**src/rtl/mmio_countdown_timer.sv**
```systemverilog
// rtl/mmio_countdown_timer.sv - memory-mapped 32-bit countdown timer with interrupt
//
// Purpose: a countdown timer reached through the CPU bridge. CTRL, PRESET and COUNT
// sit in a 4-word window starting at BASE. COUNT runs down from PRESET. When it
// expires the timer raises an interrupt flag, gated onto irq by CTRL.IM.
//
// Ports:
//   clk    in   1   system clock, all state changes on the rising edge
//   reset  in   1   synchronous active-high reset
//   addr   in  30   CPU word address (byte address bits [31:2])
//   we     in   1   write strobe, already qualified for this device
//   wdata  in  32   write data
//   rdata  out 32   read data, combinational from addr (0 on a miss or reserved word)
//   irq    out  1   interrupt request (irq_flag & CTRL.IM)
//
// Register map (word index = addr[1:0]):
//   0 CTRL     [0] EN, [2:1] MODE (01 auto-reload, others one-shot), [3] IM
//   1 PRESET   reload value
//   2 COUNT    read-only current count
//   3 PRESCALE 16-bit divider, present only when TIMER_PRESCALE_EN is defined
//
// Optional feature macro: TIMER_PRESCALE_EN
module mmio_countdown_timer #(
  parameter logic [31:0] BASE         = 32'h0000_7F00,
  parameter logic [31:0] RESET_PRESET = 32'h0
) (
  input  logic        clk,
  input  logic        reset,
  input  logic [29:0] addr,
  input  logic        we,
  input  logic [31:0] wdata,
  output logic [31:0] rdata,
  output logic        irq
);

  typedef enum logic [1:0] {ST_IDLE, ST_LOAD, ST_CNT, ST_INT} state_t;

  state_t      state;
  state_t      state_next;
  logic        ctrl_en;
  logic [1:0]  ctrl_mode;
  logic        ctrl_im;
  logic [31:0] preset;
  logic [31:0] count;
  logic [31:0] count_next;
  logic        irq_flag;
  logic        irq_flag_next;
  logic        en_clear;
  logic        hit;
  logic [1:0]  word;
  logic        wr_ctrl;
  logic        wr_preset;
  logic        auto_reload;
  logic        tick;

  assign hit         = (addr[29:2] == BASE[31:4]);
  assign word        = addr[1:0];
  assign wr_ctrl     = we & hit & (word == 2'd0);
  assign wr_preset   = we & hit & (word == 2'd1);
  assign auto_reload = (ctrl_mode == 2'b01);

`ifdef TIMER_PRESCALE_EN
  logic [15:0] prescale;
  logic [15:0] pscnt;
  logic [15:0] pscnt_next;
  logic        wr_prescale;

  assign wr_prescale = we & hit & (word == 2'd3);
  // The decrement and the terminal check both fire only on the divider tick.
  assign tick        = (pscnt == prescale);

  always_comb begin
    pscnt_next = pscnt;
    if (!ctrl_en || state == ST_LOAD) begin
      pscnt_next = '0;
    end else if (state == ST_CNT) begin
      pscnt_next = tick ? 16'd0 : pscnt + 16'd1;
    end
  end

  always_ff @(posedge clk) begin
    if (reset) begin
      prescale <= '0;
      pscnt    <= '0;
    end else begin
      pscnt <= pscnt_next;
      if (wr_prescale) begin
        prescale <= wdata[15:0];
      end
    end
  end
`else
  assign tick = 1'b1;
`endif

  // Next-state logic. EN low always drops back to IDLE with COUNT frozen.
  // LOAD with EN already cleared does not load.
  always_comb begin
    state_next    = state;
    count_next    = count;
    irq_flag_next = irq_flag;
    en_clear      = 1'b0;
    case (state)
      ST_IDLE: begin
        if (ctrl_en) begin
          state_next = ST_LOAD;
        end
      end
      ST_LOAD: begin
        if (!ctrl_en) begin
          state_next = ST_IDLE;
        end else begin
          count_next = preset;
          state_next = ST_CNT;
        end
      end
      ST_CNT: begin
        if (!ctrl_en) begin
          state_next = ST_IDLE;
        end else if (tick) begin
          if (count > 32'd1) begin
            count_next = count - 32'd1;
          end else begin
            // A PRESET of 0 lands here on the first tick, so it behaves like 1.
            count_next    = 32'd0;
            irq_flag_next = 1'b1;
            state_next    = ST_INT;
          end
        end
      end
      ST_INT: begin
        // Auto-reload leaves EN set so IDLE restarts the cycle on its own.
        if (auto_reload) begin
          irq_flag_next = 1'b0;
        end else begin
          en_clear = 1'b1;
        end
        state_next = ST_IDLE;
      end
      default: state_next = ST_IDLE;
    endcase
  end

  always_ff @(posedge clk) begin
    if (reset) begin
      state     <= ST_IDLE;
      ctrl_en   <= 1'b0;
      ctrl_mode <= 2'b00;
      ctrl_im   <= 1'b0;
      preset    <= RESET_PRESET;
      count     <= 32'd0;
      irq_flag  <= 1'b0;
    end else begin
      state <= state_next;
      count <= count_next;
      // A CTRL write beats both the flag set and the one-shot EN clear.
      if (wr_ctrl) begin
        ctrl_en   <= wdata[0];
        ctrl_mode <= wdata[2:1];
        ctrl_im   <= wdata[3];
        irq_flag  <= 1'b0;
      end else begin
        irq_flag <= irq_flag_next;
        if (en_clear) begin
          ctrl_en <= 1'b0;
        end
      end
      if (wr_preset) begin
        preset <= wdata;
      end
    end
  end

  always_comb begin
    rdata = 32'd0;
    if (hit) begin
      case (word)
        2'd0: rdata = {28'd0, ctrl_im, ctrl_mode, ctrl_en};
        2'd1: rdata = preset;
        2'd2: rdata = count;
`ifdef TIMER_PRESCALE_EN
        2'd3: rdata = {16'd0, prescale};
`endif
        default: rdata = 32'd0;
      endcase
    end
  end

  assign irq = irq_flag & ctrl_im;

endmodule

```
**config.mk**
```make
export PLATFORM = sky130hd
export DESIGN_NAME = mmio_countdown_timer
export DESIGN_NICKNAME = d
export VERILOG_FILES = /design/src/rtl/mmio_countdown_timer.sv
export SDC_FILE = /design/constraint.sdc
export NUM_CORES = 1
export LEC_CHECK = 0
export ABC_AREA = 1
export BUFFER_PORTS_ARGS = -buffer_cell sky130_fd_sc_hd__buf_2
export CAP_MARGIN = 25
export CORE_ASPECT_RATIO = 1.1
export CORE_MARGIN = 3
export CORE_UTILIZATION = 45
export CTS_CLUSTER_DIAMETER = 30
export DETAILED_ROUTE_END_ITERATION = 10
export GPL_ROUTABILITY_DRIVEN = 0
export PLACE_DENSITY = 0.68
export SYNTH_ARGS = -nofsm -noshare
export SYNTH_HDL_FRONTEND = slang
export SYNTH_SLANG_ARGS = --single-unit
export TNS_END_PERCENT = 1
```
**constraint.sdc**
```tcl
create_clock -name clk -period 2.76 [get_ports clk]
set_input_delay 0.276 -clock clk [delete_from_list [all_inputs] [get_ports clk]]
set_output_delay 0.276 -clock clk [all_outputs]
set_load 0.01 [all_outputs]
```
==> results of run 1 <==
-- power breakdown --
group	total, mW	switching [mW]	internal, mW
combinational	0.112	0.0661	0.0456
sequential	1.02	0.000000000528	1.02
clock	0.945	0.411	0.534
-- worst min path at each step --
stage,startpoint,end,slack (ns),depth (start not counted)
floorplan,wdata[2],ctrl_mode[1]$_SDFFE_PP0P_,0.41,2
global placement,irq_flag$_SDFFE_PP0P_,irq_flag$_SDFFE_PP0P_,0.45,2
detailed placement,irq_flag$_SDFFE_PP0P_,irq_flag$_SDFFE_PP0P_,0.46,2
CTS,wdata[2],ctrl_mode[1]$_SDFFE_PP0P_,0.18,3
global route,wdata[2],ctrl_mode[1]$_SDFFE_PP0P_,0.19,3
finish,wdata[2],ctrl_mode[1]$_SDFFE_PP0P_,0.19,3
-- flip-flops by register name, summed over array words and instances, names as in the netlist --
signal / cells
preset: 32
count: 32
irq_flag: 1
ctrl_im: 1
ctrl_mode: 2
state: 2
ctrl_en: 1
-- routing by layer --
metal | wire [um] | vias to the layer above
met3 | 569 | 13
met2 | 5990 | 118
met5 | 0 | -
met1 | 5630 | 2162
li1 | - | 2505
met4 | 119 | 0
-- metrics by stage --
stage	instances	utilization
floorplan	722	-
global placement	910	0.5307
detailed placement	910	0.5307
CTS	926	0.5541
global route	926	0.5541
finish	926	0.5541
-- layout make-up --
type	instances	area share
clock buffer	11	0.02676
clock inverter	5	0.01539
inverter	71	0.05044
multi-input combinational	543	0.5032
sequential	71	0.2690
tap	117	0.02771
timing repair buffer	108	0.1075
-- cells by family (layout without fill, tap and decap cells) --
| kind of cell | after synthesis | in the layout | synth area share |
|---|---|---|---|
| fa+ha+maj | 2 | 2 | 0.005555 |
| flops | 71 | 71 | 0.3156 |
| xor+xnor | 18 | 18 | 0.03500 |
| buf+inv | 108 | 195 | 0.09472 |
| simple gates | 383 | 383 | 0.3881 |
| compound gates | 140 | 140 | 0.1611 |
-- Yosys cell counts (6+ instances only) --
library cell	n	share of area
nand2_1	148	0.12
nor3_1	6	0.0067
nor3b_1	32	0.053
nand3_1	60	0.067
inv_1	66	0.055
clkbuf_1	29	0.024
nand4_1	8	0.011
dfxtp_1	71	0.32
a21oi_1	97	0.11
xor2_1	9	0.018
nor2_1	105	0.088
nor2_2	11	0.015
o21ai_0	35	0.039
xnor2_1	9	0.018
-- worst max-delay path: stages --
cell and delay, ns:
buf_2 0.11, nor2_1 0.10, nand2_1 0.06, nor2_1 0.09, nand2_1 0.05, nor2_1 0.20
inv_1 0.30, buf_4 0.30, a21oi_1 0.15, buf_2 0.15
-- layout by cell type, fill, tap and decap left out --
| master | netlist | routed |
|---|---|---|
| nand2_1 | 148 | 148 |
| nor2_1 | 105 | 104 |
| a21oi_1 | 97 | 97 |
| buf_2 | 5 | 97 |
| dfxtp_1 | 71 | 71 |
| inv_1 | 66 | 66 |
| nand3_1 | 60 | 60 |
| o21ai_0 | 35 | 35 |
| nor3b_1 | 32 | 32 |
| nor2_2 | 11 | 12 |
| buf_4 | 0 | 11 |
| clkbuf_8 | 0 | 10 |
| xor2_1 | 9 | 9 |
| xnor2_1 | 9 | 9 |
| nand4_1 | 8 | 8 |
| nor3_1 | 6 | 6 |
| o22ai_1 | 5 | 5 |
| inv_2 | 5 | 5 |
| or2_2 | 5 | 5 |
| nand2_2 | 3 | 3 |
| nand3_2 | 2 | 2 |
| ha_1 | 2 | 2 |
| bufinv_16 | 0 | 2 |
| o21bai_4 | 1 | 1 |
| nor4_1 | 1 | 1 |
| o21bai_1 | 1 | 1 |
| nor2_4 | 1 | 1 |
| o21a_1 | 1 | 1 |
| nor4_4 | 1 | 1 |
| clkinv_4 | 0 | 1 |
| clkinv_2 | 0 | 1 |
| clkinvlp_4 | 0 | 1 |
| clkbuf_1 | 29 | 1 |
==> results by group, run 1 <==
Floorplan
  – # rows: 37
  – Die area: around 0.011 mm2
  – DIE WIDTH: between 100 and 150 um
  – Boundary Pins: 98
  – Initial Utilization: 0.4723
  – DIE HEIGHT: between 100 and 150 um
  – Core Region: 0.009537 mm2

Routing
  – Drt wl/cell: 13.29 um
  – DRT antenna net count: 0
  – Detailed-route via count: 4798
  – Pre-antenna DRT Iters: 5
  – DRC: 0
  – Post-DR vias/cell: ~5.2
  – Drt first-iter violations: approximately 220
  – WL final: ~12 mm

Timing
  – Pins Over Slew Limit: 0
  – Clk_skew: about 0.011 ns
  – Final hold violations: 0
  – Hold WS: about 0.19 ns
  – FMAX: 0.4797 GHz
  – RSZ-0062 raised after global routing: no
  – Final setup fails: 0
  – Slew @ Worst Pin: 0.9958 ns
  – Total negative setup slack: 0 ns
  – Tmin final: about 2.1 ns
  – Post-route clock period utilization: 0.7553
  – Setup ws final: roughly 0.68 ns
  – Rel. slew slack: 0.3354

Placed design
  – PortBufs: 97
  – Place WS: ~0.68 ns
  – Area of placed instances: just over 0.005 mm2
  – Post-DP HPWL: approximately 9.0 mm

Worst setup path
  – Max FO, Critical Path: 17
  – Crit Path Class: input port to output pin
  – Critical Path Sink: rdata[14]
  – Critical path launch point: addr[5]
  – Reg2Reg Depth: 7
  – FF-to-FF Start: state[1]$_SDFFE_PP0P_
  – WP data required: roughly 2.5 ns
  – Setup crit end kind: output pin
  – Worst EP arrival: around 1.8 ns
  – Setup crit start kind: input port
  – Worst R2R End: count[26]$_SDFFE_PP0P_
  – R2R setup slack: ~0.69 ns

Hold path
  – Hold Crit Class: input port to register

Layout
  – Area of the multi-input gates: about 0.0027 mm2
  – Diode count: 0
  – Register area: ~0.0014 mm2
  – Layout cell share with drive strength beyond 1: 0.1891
  – Area growth syn-to-layout: 17.31%
  – Nets: roughly 870
  – Fillers: roughly 1000
  – Design area: around 0.0053 mm2

Clock tree
  – Setup Fix Bufs, Post-CTS: 0
  – CTS H-tree depth: 3
  – Root Driver: clkbuf_8
  – Hold-fix buffers, CTS: 0
  – Worst-path clk slew: 0.08 ns
  – CTS buffer count: 9
  – Worst-skew pair later-pin latency: 0.35 ns
  – CTS max path bufs: 2
  – CTS tree: yes
  – # resized after CTS: 0
  – Clk sink count: 71

GRT
  – Met1 usage: 0.3001
  – Largest net degree at the start of global routing: 38
  – Total Routing Usage GR: 0.2279
  – GRT Max-Usage Layer: met2
  – Vias in the first global route: between 4000 and 5000
  – Gr ovfl total: 0
  – Met2 usage: 0.3887
  – Antenna violations before repair: 0
  – Grt met3 use: 0.03335
  – First-pass GRT wire length: between 20 and 25 mm

Power and ir drop
  – Leakage Power: roughly 2.5 nW
  – Power Density: 393.7 mW/mm2
  – Total Power: 2.080 mW
  – Maximum VDD drop: roughly 0.00024 V

Yosys
  – Post-synthesis area per instance: 6.239 um2
  – Post-synth net total: around 790
  – Asr flop ratio synth: 0
  – FF+latch count, synth: between 70 and 80
  – Mapped Cells: 722
  – Post-synthesis sequential area ratio: 0.3156
  – Netlist Area Pre-Place: roughly 0.0045 mm2
  – Post-synth EDFFs: 0
  – Yosys cell types: 29
  – Synthesis Warnings: 0
  – Main synth FF type: dfxtp_1

Run
  – # Max-Cap Violations: 0

Status
  – Status: finished, final reports clean
Note: power is estimated with default switching activity, not from simulation.
==> run 2: changes to the inputs <==
PLACE_DENSITY = 0.71   (was 0.68)
clock period = 1.8 ns   (was 2.76 ns; I/O delays follow)
==> run 2 against run 1 <==
  * Clock-buffer cell count did not move
  * Flip-flop and latch count is the same
  * Core utilization up 2.1 points
  * Cell count is 2.3% higher
  * Critical path depth unchanged
  * Sequential power grew 54%
  * Largest power group unchanged
==> results by group, run 2 (synthesis results as in run 1) <==
Placed design
  – Area of placed instances: 0.005231 mm2 (was 0.005061 mm2)
  – DP Cell Count: 931 (was 910)
  – Post-DP HPWL: 9.719 mm (was 9.043 mm)
  – PortBufs: 97 (unchanged)
  – Place WS: 0.07606 ns (was 0.6841 ns)

Floorplan
  – # rows: 37 (unchanged)
  – Boundary Pins: 98 (unchanged)
  – Die area: 0.01125 mm2 (unchanged)
  – Core Region: 0.009537 mm2 (unchanged)
  – Initial Utilization: 0.4723 (unchanged)
  – DIE HEIGHT: 110.9 um (unchanged)
  – DIE WIDTH: 101.4 um (unchanged)

Routing
  – Pre-antenna DRT Iters: 5 (unchanged)
  – DRC: 0 (unchanged)
  – DRT antenna net count: 0 (unchanged)
  – Post-DR vias/cell: 5.182 (was 5.181)
  – Drt first-iter violations: 221 (was 215)
  – Detailed-route via count: 4907 (was 4798)
  – Drt wl/cell: 13.36 um (was 13.29 um)
  – WL final: 12.65 mm (was 12.31 mm)

Layout
  – Diode count: 0 (unchanged)
  – Most frequent cells in the layout: nand2_1, nor2_1, a21oi_1, buf_2, dfxtp_1 (unchanged)
  – Area of the multi-input gates: 0.002676 mm2 (was 0.002659 mm2)
  – Nets: 892 (was 871)
  – Design area: 0.005480 mm2 (was 0.005284 mm2)
  – Register area: 0.001421 mm2 (unchanged)
  – Area growth syn-to-layout: 21.67% (was 17.31%)
  – Fillers: 946 (was 994)
  – Final Non-Filler Cells: 947 (was 926)
  – Most common cell after layout, fill and taps aside: nand2_1 (unchanged)
  – Regs by FF count: count: 32 flops, preset: 32 flops (unchanged)
  – Layout cell share with drive strength beyond 1: 0.2169 (was 0.1891)

Worst setup path
  – FF-to-FF Start: count[0]$_SDFFE_PP0P_ (was state[1]$_SDFFE_PP0P_)
  – Crit path cell chain: inv_1, ha_2, nor2_1, nor2_1, nand3_1, o21bai_4, inv_2, buf_12, nand3_1, a21oi_1 (was buf_2, nor2_1, nand2_1, nor2_1, nand2_1, nor2_1, inv_1, buf_4, a21oi_1, buf_2)
  – Max FO, Critical Path: 23 (was 17)
  – Crit Path Class: register to register (was input port to output pin)
  – Setup crit start kind: register (was input port)
  – Reg2Reg Depth: 10 (was 7)
  – Setup crit end kind: register (was output pin)
  – Slowest cell delay on critical path: 0.32 ns (was 0.30 ns)
  – Worst EP arrival: 1.89 ns (was 1.81 ns)
  – WP data required: 2.04 ns (was 2.48 ns)
  – Crit-path slowest cell: dfxtp_1 (was inv_1)
  – Critical path launch point: count[0]$_SDFFE_PP0P_ (was addr[5])

GRT
  – Grt met3 use: 0.03650 (was 0.03335)
  – Total Routing Usage GR: 0.2330 (was 0.2279)
  – Met1 usage: 0.3040 (was 0.3001)
  – Vias in the first global route: 4779 (was 4670)
  – Gr ovfl total: 0 (unchanged)
  – GRT Max-Usage Layer: met2 (unchanged)
  – Antenna violations before repair: 0 (unchanged)
  – Met2 usage: 0.3914 (was 0.3887)
  – First-pass GRT wire length: 21.83 mm (was 21.42 mm)
  – Largest net degree at the start of global routing: 35 (was 38)

Timing
  – Rel. slew slack: 0.7037 (was 0.3354)
  – FMAX: around 0.61 GHz
  – Setup ws final: 0.1548 ns (was 0.6753 ns)
  – Slew @ Worst Pin: 0.4428 ns (was 0.9958 ns)
  – Pins Over Slew Limit: 0 (unchanged)
  – Final setup fails: 0 (unchanged)
  – Clk_skew: 0.01068 ns (was 0.01140 ns)
  – Final hold violations: 0 (unchanged)
  – Total negative setup slack: 0 ns (unchanged)
  – RSZ-0062 raised after global routing: no (unchanged)
  – Tmin final: 1.645 ns
  – Post-route clock period utilization: 0.9140

Clock tree
  – CTS max path bufs: 2 (unchanged)
  – Worst-skew pair later-pin latency: 0.36 ns (was 0.35 ns)
  – CTS tree: yes (unchanged)
  – Clk sink count: 71 (unchanged)
  – CTS buffer count: 9 (unchanged)
  – CTS H-tree depth: 3 (unchanged)
  – Worst-path clk slew: 0.08 ns (about the same)
  – Root Driver: clkbuf_8 (unchanged)

Hold path
  – WHS Path Cells: 3 (unchanged)
  – Hold Crit Class: input port to register (unchanged)
  – Hold Startpoint: wdata[19] (was wdata[2])

Power and ir drop
  – Total Power: 3.223 mW (was 2.080 mW)
  – Power Density: 588.1 mW/mm2 (was 393.7 mW/mm2)
  – Maximum VDD drop: 0.0003394 V (was 0.0002416 V)
  – Leakage Power: 2.623 nW (was 2.513 nW)

Run
  – # Max-Cap Violations: 0 (unchanged)

Status
  – Status: finished, final reports clean (unchanged)
run 2: changes by cell type in the layout (fill, tap and decap cells not counted), sizes merged:
cell	delta
clkinvlp	+1
buf	+21
clkinv	-1
run 2: routing by layer:
| metal | part of all wire | up-vias |
|---|---|---|
| met2 | 0.49 | 114 |
| met4 | 0.016 | 0 |
| met5 | 0 | - |
| met3 | 0.043 | 19 |
| met1 | 0.45 | 2219 |
| li1 | - | 2555 |
run 2: final cells by class:
type,count,share of cell area
tap,117,0.02671
sequential,71,0.2594
timing repair buffer,129,0.1347
multi-input combinational,543,0.4884
inverter,71,0.04863
clock buffer,11,0.02763
clock inverter,5,0.01461
run 2: power breakdown:
group | leakage, nW | internal (mW) | total (mW) | switching [mW]
Sequential | 0.571 | 1.57 | 1.57 | 0.000000000813
Combinational | 1.94 | 0.0727 | 0.177 | 0.104
Clock | 0.112 | 0.853 | 1.48 | 0.624
Total | 2.62 | 2.50 | 3.22 | 0.728
run 2: repair_timing:
| item | in CTS | in global routing |
|---|---|---|
| endpoints found under the hold margin | 0 | 0 |
| resized for setup | 0 | 6 |
| buffers inserted | 0 | 0 |
| setup endpoints to repair | 0 | 7 |
| hold buffers | 0 | 0 |
run 2: path summary, 6_finish.rpt:
kind | slack (ns) | end
setup / recovery | 0.15 | count[28]$_SDFFE_PP0P_
hold / removal | 0.1 | preset[19]$_SDFFE_PP0P_
setup reg to reg | 0.15 | count[28]$_SDFFE_PP0P_
hold reg to reg | 0.47 | irq_flag$_SDFFE_PP0P_
run 2: through the flow:
step           hold WS [ns]    util
2_1_floorplan        0.3149       -
3_3_place_gp         0.4404  0.5485
3_5_place_dp         0.4524  0.5485
4_1_cts             0.09089  0.5728
5_1_grt              0.1043  0.5747
6_report            0.09948  0.5747
run 2: critical path, delay by kind of cell (launching register included):
| kind | cells | cell delay (ns) |
|---|---|---|
| compound gates | 2 | 0.27 |
| simple gates | 4 | 0.36 |
| flops | 1 | 0.32 |
| buf+inv | 3 | 0.36 |
| fa+ha+maj | 1 | 0.23 |
==> run 3: changes to the inputs <==
CTS_CLUSTER_DIAMETER = not set   (was 30)
PLACE_DENSITY = 0.73   (was 0.71)
==> run 3 against run 2 <==
  * Register-to-register slack about the same
  * Sequential share of layout area increased by 0.29 points
  * Cell count decreased by 0.53%
  * Cell area decreased by 1.1%
  * Via count decreased by 0.53%
  * Critical path type unchanged
  * Core utilization decreased by 0.64 points
  * Critical path depth decreased by 1
  * Clock-buffer cell count increased by 3
  * Non-clock buffer count decreased by 5
  * Largest cell class unchanged
  * Sequential power about the same
  * Fmax increased by 0.74%
==> results by group, run 3 (synthesis results as in run 1) <==
Worst setup path
  – Crit Path Class: register to register (unchanged)
  – Worst EP arrival: 1.94 ns (was 1.89 ns)
  – Setup crit end kind: register (unchanged)
  – Reg2Reg Depth: 9 (was 10)
  – Setup crit start kind: register (unchanged)
  – R2R setup slack: 0.17 ns (was 0.15 ns)
  – WP data required: 2.10 ns (was 2.04 ns)
  – Max FO, Critical Path: 4 (was 23)

Routing
  – DRC: 0 (unchanged)
  – DRT antenna net count: 0 (unchanged)
  – WL final: 12.40 mm (was 12.65 mm)
  – Post-DR vias/cell: 5.182 (about the same)
  – Detailed-route via count: 4881 (was 4907)
  – Drt first-iter violations: 252 (was 221)
  – Pre-antenna DRT Iters: 5 (unchanged)
  – Drt wl/cell: 13.16 um (was 13.36 um)

Timing
  – Final setup fails: 0 (unchanged)
  – Rel. slew slack: 0.7137 (was 0.7037)
  – Pins Over Slew Limit: 0 (unchanged)
  – Total negative setup slack: 0 ns (unchanged)
  – Clk_skew: 0.01430 ns (was 0.01068 ns)
  – Slew @ Worst Pin: 0.4279 ns (was 0.4428 ns)
  – Final hold violations: 0 (unchanged)
  – FMAX: 0.6123 GHz (was 0.6078 GHz)
  – Post-route clock period utilization: 0.9073 (was 0.9140)
  – Tmin final: 1.633 ns (was 1.645 ns)
  – RSZ-0062 raised after global routing: yes (was no)
  – Hold WS: 0.08013 ns (was 0.09948 ns)

GRT
  – Vias in the first global route: 4759 (was 4779)
  – Met1 usage: 0.2898 (was 0.3040)
  – GRT Max-Usage Layer: met2 (unchanged)
  – Largest net degree at the start of global routing: 39 (was 35)
  – Grt met3 use: 0.04909 (was 0.03650)
  – Gr ovfl total: 0 (unchanged)
  – Antenna violations before repair: 0 (unchanged)
  – Met2 usage: 0.3805 (was 0.3914)
  – Total Routing Usage GR: 0.2295 (was 0.2330)
  – First-pass GRT wire length: 21.37 mm (was 21.83 mm)

Floorplan
  – DIE WIDTH: 101.4 um (unchanged)
  – Die area: 0.01125 mm2 (unchanged)
  – # rows: 37 (unchanged)
  – Boundary Pins: 98 (unchanged)
  – Initial Utilization: 0.4723 (unchanged)
  – DIE HEIGHT: 110.9 um (unchanged)
  – Core Region: 0.009537 mm2 (unchanged)

Clock tree
  – Clk sink count: 71 (unchanged)
  – CTS tree: yes (unchanged)
  – CTS buffer count: 9 (unchanged)
  – Worst-skew pair later-pin latency: 0.37 ns (was 0.36 ns)
  – CTS max path bufs: 2 (unchanged)
  – Hold-fix buffers, CTS: 0 (unchanged)
  – Root Driver: clkbuf_8 (unchanged)
  – CTS H-tree depth: 3 (unchanged)
  – Worst-path clk slew: 0.08 ns (about the same)

Power and ir drop
  – Seq pwr share: 0.503 (was 0.487)
  – Leakage Power: 2.586 nW (was 2.623 nW)
  – Sw Share: 0.2323 (was 0.2258)
  – P_int: 2.396 mW (was 2.495 mW)
  – Psw: 725.2 uW (was 727.9 uW)
  – Maximum VDD drop: 0.0002944 V (was 0.0003394 V)
  – Logic pwr share: 0.055 (about the same)
  – Power Density: 576.0 mW/mm2 (was 588.1 mW/mm2)
  – Clk pwr share: 0.442 (was 0.458)
  – Total Power: 3.121 mW (was 3.223 mW)

Placed design
  – PortBufs: 97 (unchanged)
  – Post-DP HPWL: 9.324 mm (was 9.719 mm)

Layout
  – Diode count: 0 (unchanged)
  – Regs by FF count: count: 32 flops, preset: 32 flops (unchanged)
  – Layout cell share with drive strength beyond 1: 0.2085 (was 0.2169)
  – Area growth syn-to-layout: 20.31% (was 21.67%)
  – Most frequent cells in the layout: nand2_1, nor2_1, a21oi_1, buf_2, dfxtp_1 (unchanged)
  – Fillers: 977 (was 946)
  – Most common cell after layout, fill and taps aside: nand2_1 (unchanged)
  – Area of the multi-input gates: 0.002674 mm2 (was 0.002676 mm2)
  – Final Core Density: 0.5682 (was 0.5747)
  – Register area: 0.001421 mm2 (unchanged)
  – Nets: 887 (was 892)

Hold path
  – Hold Crit Class: input port to register (unchanged)
  – WHS Path Cells: 3 (unchanged)

Run
  – # Max-Cap Violations: 0 (unchanged)

Status
  – Status: finished, final reports clean (unchanged)
==> run 3: cell types whose count changed in the layout (fill, tap and decap cells not counted), sizes merged <==
cell	change
clkinv	-1
buf	-5
clkinvlp	-1
clkbuf	+3
bufinv	-1
==> run 3: power groups by stage <==
stage               registers (mW)  logic [mW]  clock network, mW
floorplan                     1.61      0.0681                  0
global placement              1.61       0.167                  0
detailed placement            1.61       0.172                  0
CTS                           1.57       0.173               1.41
global route                  1.57       0.192               1.46
finish                        1.57       0.172               1.38
==> run 3: worst paths after layout <==
check / endpoint / from
min: preset[28]$_SDFFE_PP0P_ / wdata[28]
max: count[30]$_SDFFE_PP0P_ / count[0]$_SDFFE_PP0P_
max reg2reg: count[30]$_SDFFE_PP0P_ / count[0]$_SDFFE_PP0P_
min reg2reg: irq_flag$_SDFFE_PP0P_ / irq_flag$_SDFFE_PP0P_
==> run 3: repair_timing <==
| item | in CTS | in global routing |
|---|---|---|
| resized for setup | 0 | 5 |
| endpoints found under the setup margin | 0 | 11 |
| buffers inserted | 0 | 0 |
==> run 3: layout make-up <==
cell class              instances  share of cell area
multi-input cells             543              0.4934
repair buffers                124              0.1293
clock inverters                 2            0.006927
flip-flops and latches         71              0.2623
clock buffers                  14             0.03186
well taps                     117             0.02701
inverters                      71             0.04918
==> run 3: metal layers <==
| metal | part of all wire | vias up |
|---|---|---|
| li1 | - | 2544 |
| met1 | 0.45 | 2195 |
| met2 | 0.48 | 123 |
| met3 | 0.051 | 19 |
| met4 | 0.017 | 0 |
| met5 | 0 | - |
==> run 3: critical path, stage by stage, from the launching register on <==
cell and delay [ns]:
dfxtp_1 0.33, inv_1 0.11, ha_2 0.23, nand2_2 0.10, nor2_1 0.18, nand2_1 0.12, nor2_1 0.14, xor2_1 0.15
nand2_1 0.06, a21oi_1 0.14
==> run 3: metrics by stage <==
step           worst slack, ns  area (um2)  instances
6_report                0.1668        5419        942
3_5_place_dp            0.1108        5194        926
2_1_floorplan           0.2619        4504        722
3_3_place_gp            0.1789        5194        926
4_1_cts                0.08209        5404        942
5_1_grt              -0.007959        5419        942
